### src/rtl/mmu_pkg.sv
// rtl/mmu_pkg.sv - shared types and constants for the MMU translation stage
package mmu_pkg;

  typedef enum logic [2:0] {
    ST_IDLE,
    ST_CALC,
    ST_SCAN,
    ST_DONE,
    ST_FAULT
  } state_e;

  localparam logic [1:0] CFG_VBASE  = 2'd0;
  localparam logic [1:0] CFG_VLIMIT = 2'd1;
  localparam logic [1:0] CFG_PBASE  = 2'd2;
  localparam logic [1:0] CFG_VALID  = 2'd3;

  localparam logic [2:0] MAX_AXI_SIZE = 3'd2;

  typedef struct packed {
    logic [31:0] vbase;
    logic [31:0] vlimit;
    logic [31:0] pbase;
    logic        valid;
  } seg_entry_t;

  // Last byte of the burst; bit 32 set means the burst wraps the address space.
  function automatic logic [32:0] burst_end(input logic [31:0] addr,
                                            input logic [2:0]  size,
                                            input logic [7:0]  len);
    logic [32:0] bytes;
    bytes = (33'(len) + 33'd1) << size;
    return {1'b0, addr} + bytes - 33'd1;
  endfunction

endpackage

### src/rtl/mmu_seg_table.sv
// rtl/mmu_seg_table.sv - segment table register file, one write port, one indexed read port
module mmu_seg_table
  import mmu_pkg::*;
#(
  parameter  int N_ENTRIES = 8,
  localparam int IDX_W     = $clog2(N_ENTRIES)
) (
  input  logic             clk,
  input  logic             rst_n,
  input  logic             we,
  input  logic [IDX_W-1:0] wr_idx,
  input  logic [1:0]       wr_field,
  input  logic [31:0]      wr_data,
  input  logic [IDX_W-1:0] rd_idx,
  output seg_entry_t       rd_entry
);

  logic [31:0]          vbase  [N_ENTRIES];
  logic [31:0]          vlimit [N_ENTRIES];
  logic [31:0]          pbase  [N_ENTRIES];
  logic [N_ENTRIES-1:0] valid;

  // Only the valid bits need a reset; address fields are meaningless until enabled.
  always_ff @(posedge clk or negedge rst_n) begin
    if (!rst_n) begin
      valid <= '0;
    end else if (we && wr_field == CFG_VALID) begin
      valid[wr_idx] <= wr_data[0];
    end
  end

  always_ff @(posedge clk) begin
    if (we) begin
      case (wr_field)
        CFG_VBASE:  vbase[wr_idx]  <= wr_data;
        CFG_VLIMIT: vlimit[wr_idx] <= wr_data;
        CFG_PBASE:  pbase[wr_idx]  <= wr_data;
        default: ;
      endcase
    end
  end

  assign rd_entry.vbase  = vbase[rd_idx];
  assign rd_entry.vlimit = vlimit[rd_idx];
  assign rd_entry.pbase  = pbase[rd_idx];
  assign rd_entry.valid  = valid[rd_idx];

endmodule

### src/rtl/mmu_xlate_unit.sv
// rtl/mmu_xlate_unit.sv - virtual-to-physical translation for one AXI address channel
module mmu_xlate_unit
  import mmu_pkg::*;
#(
  parameter  int N_ENTRIES = 8,
  localparam int IDX_W     = $clog2(N_ENTRIES)
) (
  input  logic             m_axi_clk,
  input  logic             m_aresetn,
  input  logic             req_valid,
  output logic             req_ready,
  input  logic [31:0]      req_addr,
  input  logic [2:0]       req_size,
  input  logic [7:0]       req_len,
  output logic [31:0]      p_addr,
  output logic             t_done,
  output logic             t_fault,
  output logic [31:0]      fault_addr,
  output logic [15:0]      fault_cnt,
  input  logic             cfg_we,
  output logic             cfg_ready,
  input  logic [IDX_W-1:0] cfg_idx,
  input  logic [1:0]       cfg_field,
  input  logic [31:0]      cfg_wdata
);

  state_e           state, state_nx;
  logic [31:0]      cap_addr;
  logic [2:0]       cap_size;
  logic [7:0]       cap_len;
  logic [31:0]      end_addr;
  logic [IDX_W-1:0] idx;
  logic [32:0]      calc_end;
  logic             hit;
  seg_entry_t       ent;

  mmu_seg_table #(.N_ENTRIES(N_ENTRIES)) u_table (
    .clk      (m_axi_clk),
    .rst_n    (m_aresetn),
    .we       (cfg_we && state == ST_IDLE),
    .wr_idx   (cfg_idx),
    .wr_field (cfg_field),
    .wr_data  (cfg_wdata),
    .rd_idx   (idx),
    .rd_entry (ent)
  );

  assign req_ready = (state == ST_IDLE);
  assign cfg_ready = (state == ST_IDLE);
  assign calc_end  = burst_end(cap_addr, cap_size, cap_len);
  assign hit       = ent.valid && (cap_addr >= ent.vbase) && (end_addr <= ent.vlimit);

  always_ff @(posedge m_axi_clk or negedge m_aresetn) begin
    if (!m_aresetn) begin
      state <= ST_IDLE;
    end else begin
      state <= state_nx;
    end
  end

  always_comb begin
    state_nx = state;
    case (state)
      ST_IDLE:  if (req_valid) state_nx = ST_CALC;
      ST_CALC:  state_nx = (cap_size > MAX_AXI_SIZE || calc_end[32]) ? ST_FAULT : ST_SCAN;
      ST_SCAN: begin
        if (hit)                                 state_nx = ST_DONE;
        else if (idx == IDX_W'(N_ENTRIES - 1))   state_nx = ST_FAULT;
      end
      ST_DONE:  state_nx = ST_IDLE;
      ST_FAULT: state_nx = ST_IDLE;
      default:  state_nx = ST_IDLE;
    endcase
  end

  // Pulses are registered from the next state so they coincide with DONE/FAULT.
  always_ff @(posedge m_axi_clk or negedge m_aresetn) begin
    if (!m_aresetn) begin
      cap_addr   <= '0;
      cap_size   <= '0;
      cap_len    <= '0;
      end_addr   <= '0;
      idx        <= '0;
      p_addr     <= '0;
      t_done     <= 1'b0;
      t_fault    <= 1'b0;
      fault_addr <= '0;
      fault_cnt  <= '0;
    end else begin
      t_done  <= (state_nx == ST_DONE);
      t_fault <= (state_nx == ST_FAULT);
      if (state == ST_IDLE && req_valid) begin
        cap_addr <= req_addr;
        cap_size <= req_size;
        cap_len  <= req_len;
      end
      if (state == ST_CALC) begin
        end_addr <= calc_end[31:0];
        idx      <= '0;
      end
      if (state == ST_SCAN) begin
        if (hit) p_addr <= ent.pbase + (cap_addr - ent.vbase);
        else     idx    <= idx + IDX_W'(1);
      end
      if (state_nx == ST_FAULT) begin
        fault_addr <= cap_addr;
        if (fault_cnt != 16'hFFFF) fault_cnt <= fault_cnt + 16'd1;
      end
    end
  end

endmodule

### config.mk
export PLATFORM = sky130hd
export DESIGN_NAME = mmu_xlate_unit
export DESIGN_NICKNAME = d
export VERILOG_FILES = /design/src/rtl/mmu_pkg.sv /design/src/rtl/mmu_seg_table.sv /design/src/rtl/mmu_xlate_unit.sv
export SDC_FILE = /design/constraint.sdc
export NUM_CORES = 1
export LEC_CHECK = 0
export ABC_CLOCK_PERIOD_IN_PS = 5500
export BUFFER_PORTS_ARGS = -buffer_cell sky130_fd_sc_hd__buf_2
export CAP_MARGIN = 25
export CORE_MARGIN = 1.5
export CORE_UTILIZATION = 61
export CTS_CLUSTER_SIZE = 24
export DETAILED_ROUTE_END_ITERATION = 8
export PLACE_DENSITY = 0.88
export SLEW_MARGIN = 20
export SYNTH_ARGS = -nofsm -noshare
export SYNTH_HDL_FRONTEND = slang
export SYNTH_SLANG_ARGS = --single-unit
### constraint.sdc
create_clock -name m_axi_clk -period 5.5 [get_ports m_axi_clk]
set_input_delay 0.825 -clock m_axi_clk [delete_from_list [all_inputs] [get_ports m_axi_clk]]
set_output_delay 0.825 -clock m_axi_clk [all_outputs]
set_load 0.02 [all_outputs]
==> impl_metrics.ini, run 1 <==
[outcome]
run_status = completed

[yosys]
synth_area_in_simple_gates_pct = 4.81
synth_compound_gate_area_share_pct = 5.49
postSynthAreaPerCell_um2 = 16.4
ys.warnings.count = 0
number_of_flops_mapped_to_enable_cells_by_yosys = 768
synthesis.area_mm2 = 0.0411
postSynth.asyncResetShare_pct = 18.2
post_synth_inst_count = 2514
synth_adder_area_share_pct = 6.03
synth_ff_type = edfxtp_1
synth_nets = 2777
synth-xor-area-share_pct = 1.43
synthDistinctLibCells = 67
synth_top_cell_area_share_pct = 56.1
synth_area_leaders = edfxtp_1, mux4_2, dfrtp_1
synth_sequential_area_ratio_pct = 66.5
postSynthRegisterBits = 939
cell_accounting_for_the_most_synthesized_area = edfxtp_1
post_synthesis_mux_area_share_pct = 13.9
main_combinational_cell_family_by_area_after_synthesis = multiplexers

[drt]
avgRoutedWirePerCell_um = 31.9
drt_drc_violations_left = 0
drt-initial-drc-count = 3487
antenna_nets_post_route = 0
detail_route.vias_per_cell = 6.82
drtPass1Iterations = 8
vias = 25300
wirelength_um = 118000

[setup_path]
r2r_end = fault_cnt[15]
worst-r2r-cell-count = 16
register_to_register_setup_slack_ns = 0.27
timing.critical_path.mode_cell = buf_4
cp.arrival_ns = 5.75
worst_setup_path_start_kind = register
reg2reg_from = idx[0]
critical_path_class = reg -> reg
critPathRequiredTime_ns = 6.01
cp_cell_sequence = buf_12 > buf_4 > buf_4 > mux4_2 > mux2i_1 > ha_1 > nand4_1 > inv_1 > a221oi_2 > a2bb2oi_1 > a31oi_2 > a211oi_2 > o22a_4 > buf_6 > nor3_1 > xor2_1
critPathSlowestCell = dfrtp_4
endpoint_kind = register
max_stage_delay_ns = 0.59
critPathMaxFanout = 39

[placement]
place.port_buffers = 167
place_inst = 3543
globalplace.congestion = 0.961
dp_hpwl_um = 74600

[global_routing]
global_route.usage.total_pct = 34.6
antenna_violations_before_repair = 7
grt_start_max_net_pins = 99
global_route_wire_length_before_repair_um = 172000
first_global_vias = 25300
grt_overflow_total = 0

[die]
core_region_area_mm2 = 0.0669
initial_utilization_pct = 61.5
floorplan.die_area_mm2 = 0.0690
ios = 168
rows = 95
die-width_um = 263
chipHeight_um = 263

[clock_tree]
tritoncts.num_buffers = 90
hold_buffers = 0
cts_tree = built
clkLatencyLatePin_ns = 0.69
cts-root-buf = clkbuf_16
cts.repair_timing.setup_buffer_count = 0
clock_tree.htree_level_count = 3
cts-root-to-sink-buffers = 3
cts.clk_slew.worst_paths_ns = 0.08
clkSinkCount = 939

[cells_and_area]
seqCellArea_mm2 = 0.0274
n_fill_cell = 4010
multi_input_comb_area_mm2 = 0.0132
finish.net_count = 3025
final_cell_count_no_fill = 3711
area.growth.synth_to_final_pct = 13.4
share_of_post_route_cells_with_drive_strength_above_1_pct = 24.1

[sta]
max_slew_margin_pct = 28.7
unrepaired_setup_endpoints_after_global_routing = false
fin_skew_ns = 0.0613
tightestPinTransition_ns = 1.07
setup_viol_count_final = 0
finalHoldViolCount = 0
setup_total_negative_slack_ns = 0
max_clock_freq_mhz = 191
period_share_pct = 95.2
post-route-min-period_ns = 5.23
final_max_slew_viol_count = 0

[run]
max_cap_violations = 0

[min_path]
holdCritPathClass = in -> async

[pwr]
peakVddDrop_uv = 422
power_per_cell_area_mw_per_mm2 = 617
p_leak_nw = 16.9
==> report_power, final <==
| part | switching, mW | internal [mW] |
|---|---|---|
| registers | 0.714 | 8.26 |
| clock network | 2.83 | 3.42 |
| logic | 7.95 | 5.63 |
==> critical path, delay by kind of cell (launching register included) <==
family,cells,cell delay (ns)
compound gates,5,1.62
mux,2,0.84
flops,1,0.59
fa+ha+maj,1,0.33
xor+xnor,1,0.15
buf+inv,5,1.14
simple gates,2,0.33
==> how the worst max path moves through the flow <==
stage,depth (start not counted),endpoint,slack [ns],from
2_1_floorplan,16,p_addr[29],0.43,idx[0]
3_3_place_gp,16,fault_cnt[15],0.43,idx[0]
3_5_place_dp,16,fault_cnt[15],0.22,idx[0]
4_1_cts,16,fault_cnt[15],0.13,idx[0]
5_1_grt,20,fault_cnt[15],0.02,cap_len[0]
6_report,16,fault_cnt[15],0.27,idx[0]
==> layer usage <==
layer  global-route usage, %  wire (um)  vias up
li1                        -          -    10200
met1                    45.6      42100    12600
met2                    53.6      54900     2060
met3                    10.2      15000      352
met4                    16.2       6250       12
met5                       0         73        -
==> per-stage QoR <==
stage / hold slack (ns) / total power [mW] / util, % / worst slack [ns] / instance area [um^2]
after global routing: 0.344 / 30.2 / 69.7 / 0.0178 / 46600
after floorplan: 0.448 / 18.1 / - / 0.433 / 41100
after detailed placement: 0.470 / 22.1 / 65.2 / 0.224 / 43700
final: 0.258 / 28.8 / 69.7 / 0.266 / 46700
after global placement: 0.458 / 21.8 / 65.2 / 0.434 / 43700
after CTS: 0.295 / 28.5 / 69.7 / 0.129 / 46600
==> state kept, by name, indices dropped and copies added, names as in the netlist <==
name            count
t_done              1
end_addr           32
cap_len             8
fault_cnt          16
u_table.valid       8
state               3
cap_addr           32
u_table.pbase     256
cap_size            3
u_table.vlimit    256
p_addr             32
u_table.vbase     256
idx                 3
t_fault             1
fault_addr         32
==> placed cells by master (no fill, tap or decap), types with 34 or more instances in the layout <==
cell and count:
mux2_2 56, buf_2 167, mux2i_1 72, inv_1 92, a21o_1 34, xor2_1 35, nand2_1 220, buf_4 78
mux4_2 194, a21oi_1 80, ha_1 147, nor2_1 57, edfxtp_1 768, clkbuf_16 90, dfrtp_1 168, o21ai_0 165
==> timing repair <==
| item | 4_1_cts | 5_1_grt |
|---|---|---|
| cloned | 0 | 0 |
| resized for setup | 2 | 3 |
| setup endpoints to repair | 6 | 21 |
==> logic make-up (layout without fill, tap and decap cells) <==
group	count (synthesis)	in the layout
flip-flops	939	939
multiplexers	322	322
AO/OA/AOI/OAI	374	374
AND/OR/NAND/NOR	439	439
adder cells (fa/ha/maj)	179	179
buffers and inverters	194	517
XOR/XNOR	67	67
other	0	1
==> synth_stat cells (all sizes together) (12+ instances only) <==
cell type and n:
a21o 34, a21oi 80, buf 45, clkbuf 57, dfrtp 171, edfxtp 768
fa 32, ha 147, inv 92, mux2 56, mux2i 72, mux4 194
nand2 221, nand2b 12, nand3 28, nand4 21, nor2 81, nor3 19
o21ai 165, xnor2 32, xor2 35
==> cell type report <==
| cell class | instances | area share, % |
|---|---|---|
| sequential | 939 | 58.6 |
| multi-input combinational | 1381 | 28.4 |
| clock buffer | 120 | 5.17 |
| timing repair buffer | 258 | 3.57 |
| tap | 873 | 2.34 |
| clock inverter | 47 | 1.16 |
| inverter | 92 | 0.740 |
| antenna | 1 | 0.00536 |
Note: power is estimated with default switching activity, not from simulation.
==> run 2, diff against run 1 <==
--- a/config.mk
+++ b/config.mk
@@ -6,7 +6,7 @@
 export NUM_CORES = 1
 export LEC_CHECK = 0
 export ABC_CLOCK_PERIOD_IN_PS = 5500
-export BUFFER_PORTS_ARGS = -buffer_cell sky130_fd_sc_hd__buf_2
+export BUFFER_PORTS_ARGS = -buffer_cell sky130_fd_sc_hd__buf_4
 export CAP_MARGIN = 25
 export CORE_MARGIN = 1.5
 export CORE_UTILIZATION = 61
==> run 2 against run 1 <==
Power up 0.86%. Clock skew is 0.030 ns lower. Utilization up 0.58 points. Maximum frequency increased by 2.4%. Sequential share of layout area fell by 0.48 points. Non-clock buffer count shrank 13. Via count shrank 1.2%. Hold slack got worse by 0.067 ns. Design area increased by 0.83%. Sequential power increased by 0.9%. Flip-flop and latch count unchanged. Wire length shrank 4.0%. Critical endpoint is now p_addr[20]. Largest cell class unchanged.
==> impl_metrics.ini, run 2 (synthesis results as in run 1) <==
[outcome]
run_status = completed

[global_routing]
grt_start_max_net_pins = 78
grt_overflow_total = 0
antenna_violations_before_repair = 1
first_global_vias = 25100
global_route_wire_length_before_repair_um = 166000
global_route.usage.total_pct = 33.1

[setup_path]
critPathRequiredTime_ns = 6.06
critPathMaxFanout = 44
critPathLaunch = idx[0]
cp.arrival_ns = 5.67
worst_setup_path_start_kind = register
critical_path_class = reg -> reg
register_to_register_setup_slack_ns = 0.39
cp_cell_sequence = buf_12 > buf_4 > mux4_2 > mux2i_1 > buf_4 > ha_1 > a21oi_1 > o21ai_0 > a221oi_1 > a31oi_1 > a2111o_2 > inv_1 > mux2_2
endpoint_kind = register
timing.critical_path.mode_cell = buf_4
crit_end = p_addr[20]
max_stage_delay_ns = 0.60
reg2reg_from = idx[0]
cp_num_cells = 13
r2r_end = p_addr[20]
worst-r2r-cell-count = 13
crit_family = compound AO/OA/AOI/OAI gates
critPathBufInv = 4
critPathSlowestCell = dfrtp_4

[placement]
globalplace.congestion = 1.03
cell_area_after_placement_mm2 = 0.0439
place.port_buffers = 167
place_inst = 3526
dp_hpwl_um = 73600

[sta]
max_slew_margin_pct = 33.9
period_share_pct = 92.9
tightestPinTransition_ns = 0.983
post-route-min-period_ns = 5.11
setup_viol_count_final = 0
finalHoldViolCount = 0
max_clock_freq_mhz = 196
fin_skew_ns = 0.0311
unrepaired_setup_endpoints_after_global_routing = false
final_max_slew_viol_count = 0
setup_total_negative_slack_ns = 0

[clock_tree]
cts.clk_slew.worst_paths_ns = 0.06
cts-root-buf = clkbuf_16
clkLatencyLatePin_ns = 0.68
clock_tree.htree_level_count = 3
tritoncts.num_buffers = 93
cts_tree = built
clkSinkCount = 939
cts-root-to-sink-buffers = 3

[cells_and_area]
utilization_of_the_core_after_routing_pct = 70.3
final_common_cell = edfxtp_1
finish.net_count = 3015
final_cell_count_no_fill = 3701
stdcell_area_mm2 = 0.0470
largest_registers = u_table.pbase: 256 flops, u_table.vbase: 256 flops, u_table.vlimit: 256 flops
share_of_post_route_cells_with_drive_strength_above_1_pct = 23.9
layout_common_cells = edfxtp_1, buf_4, nand2_1, mux4_2, dfrtp_1
area.growth.synth_to_final_pct = 14.3

[drt]
detail_route.vias_per_cell = 6.76
drtPass1Iterations = 8
drt_drc_violations_left = 0
avgRoutedWirePerCell_um = 30.7
drt-initial-drc-count = 3471
vias = 25000
antenna_nets_post_route = 0
wirelength_um = 114000

[pwr]
peakVddDrop_uv = 431
internal-power_mw = 17.4
power.combinational.fraction_pct = 47.4
net_load_switching_power_mw = 11.6
power_frac_seq_pct = 31.1
power_mw = 29.0
power_switching_share_pct = 39.9
share_clk_of_total_power_pct = 21.4
power_per_cell_area_mw_per_mm2 = 617
p_leak_nw = 16.9

[die]
initial_utilization_pct = 61.5
rows = 95
ios = 168
floorplan.die_area_mm2 = 0.0690
die-width_um = 263
chipHeight_um = 263
core_region_area_mm2 = 0.0669

[min_path]
holdCritPathClass = in -> async

[run]
max_cap_violations = 0
[run 2: area by class of cell]
class	count	area [um^2]
Antenna cell	1	2.50
Clock buffer	122	2540
Clock inverter	48	458
Fill cell	3953	19900
Inverter	92	345
Multi-Input combinational cell	1381	13200
Sequential cell	939	27400
Tap cell	873	1090
Timing Repair Buffer	245	2020
[run 2: how the worst min path moves through the flow]
stage	startpoint	cells past startpoint	to	slack (ns)
after floorplan	state[2]	1	state[1]	0.45
after global routing	m_aresetn	1	p_addr[17]	0.26
after global placement	p_addr[26]	2	p_addr[26]	0.46
after detailed placement	fault_addr[0]	2	fault_addr[0]	0.48
after CTS	m_aresetn	1	t_done	0.20
final	m_aresetn	1	p_addr[10]	0.19
[run 2: power groups by stage]
stage	Combinational (mW)	Sequential, mW	Clock, mW
6_report	13.8	9.05	6.23
5_1_grt	14.8	9.09	6.51
3_5_place_dp	13.3	9.13	0
3_3_place_gp	12.9	9.10	0
2_1_floorplan	9.18	8.93	0
4_1_cts	13.5	9.01	6.24
[run 2: repair_timing]
action,4_1_cts,5_1_grt
hold buffers,0,0
endpoints found under the hold margin,0,0
setup endpoints to repair,0,47
setup buffers,0,0
resized for setup,0,3
[run 2: metal layers]
layer	global-route usage [%]	wire length (um)	part of all wire (%)	up-vias
met2	52.8	54400	48	1771
met5	0	12	0.011	-
met4	14.7	4920	4.3	2
li1	-	-	-	10200
met3	7.44	12200	11	259
met1	44.3	42100	37	12700
[run 2: metrics by stage]
stage / setup slack [ns] / hold WS (ns)
2_1_floorplan: 0.433 / 0.448
3_3_place_gp: 0.545 / 0.464
3_5_place_dp: 0.279 / 0.477
4_1_cts: 0.263 / 0.203
5_1_grt: 0.0148 / 0.263
6_report: 0.389 / 0.191
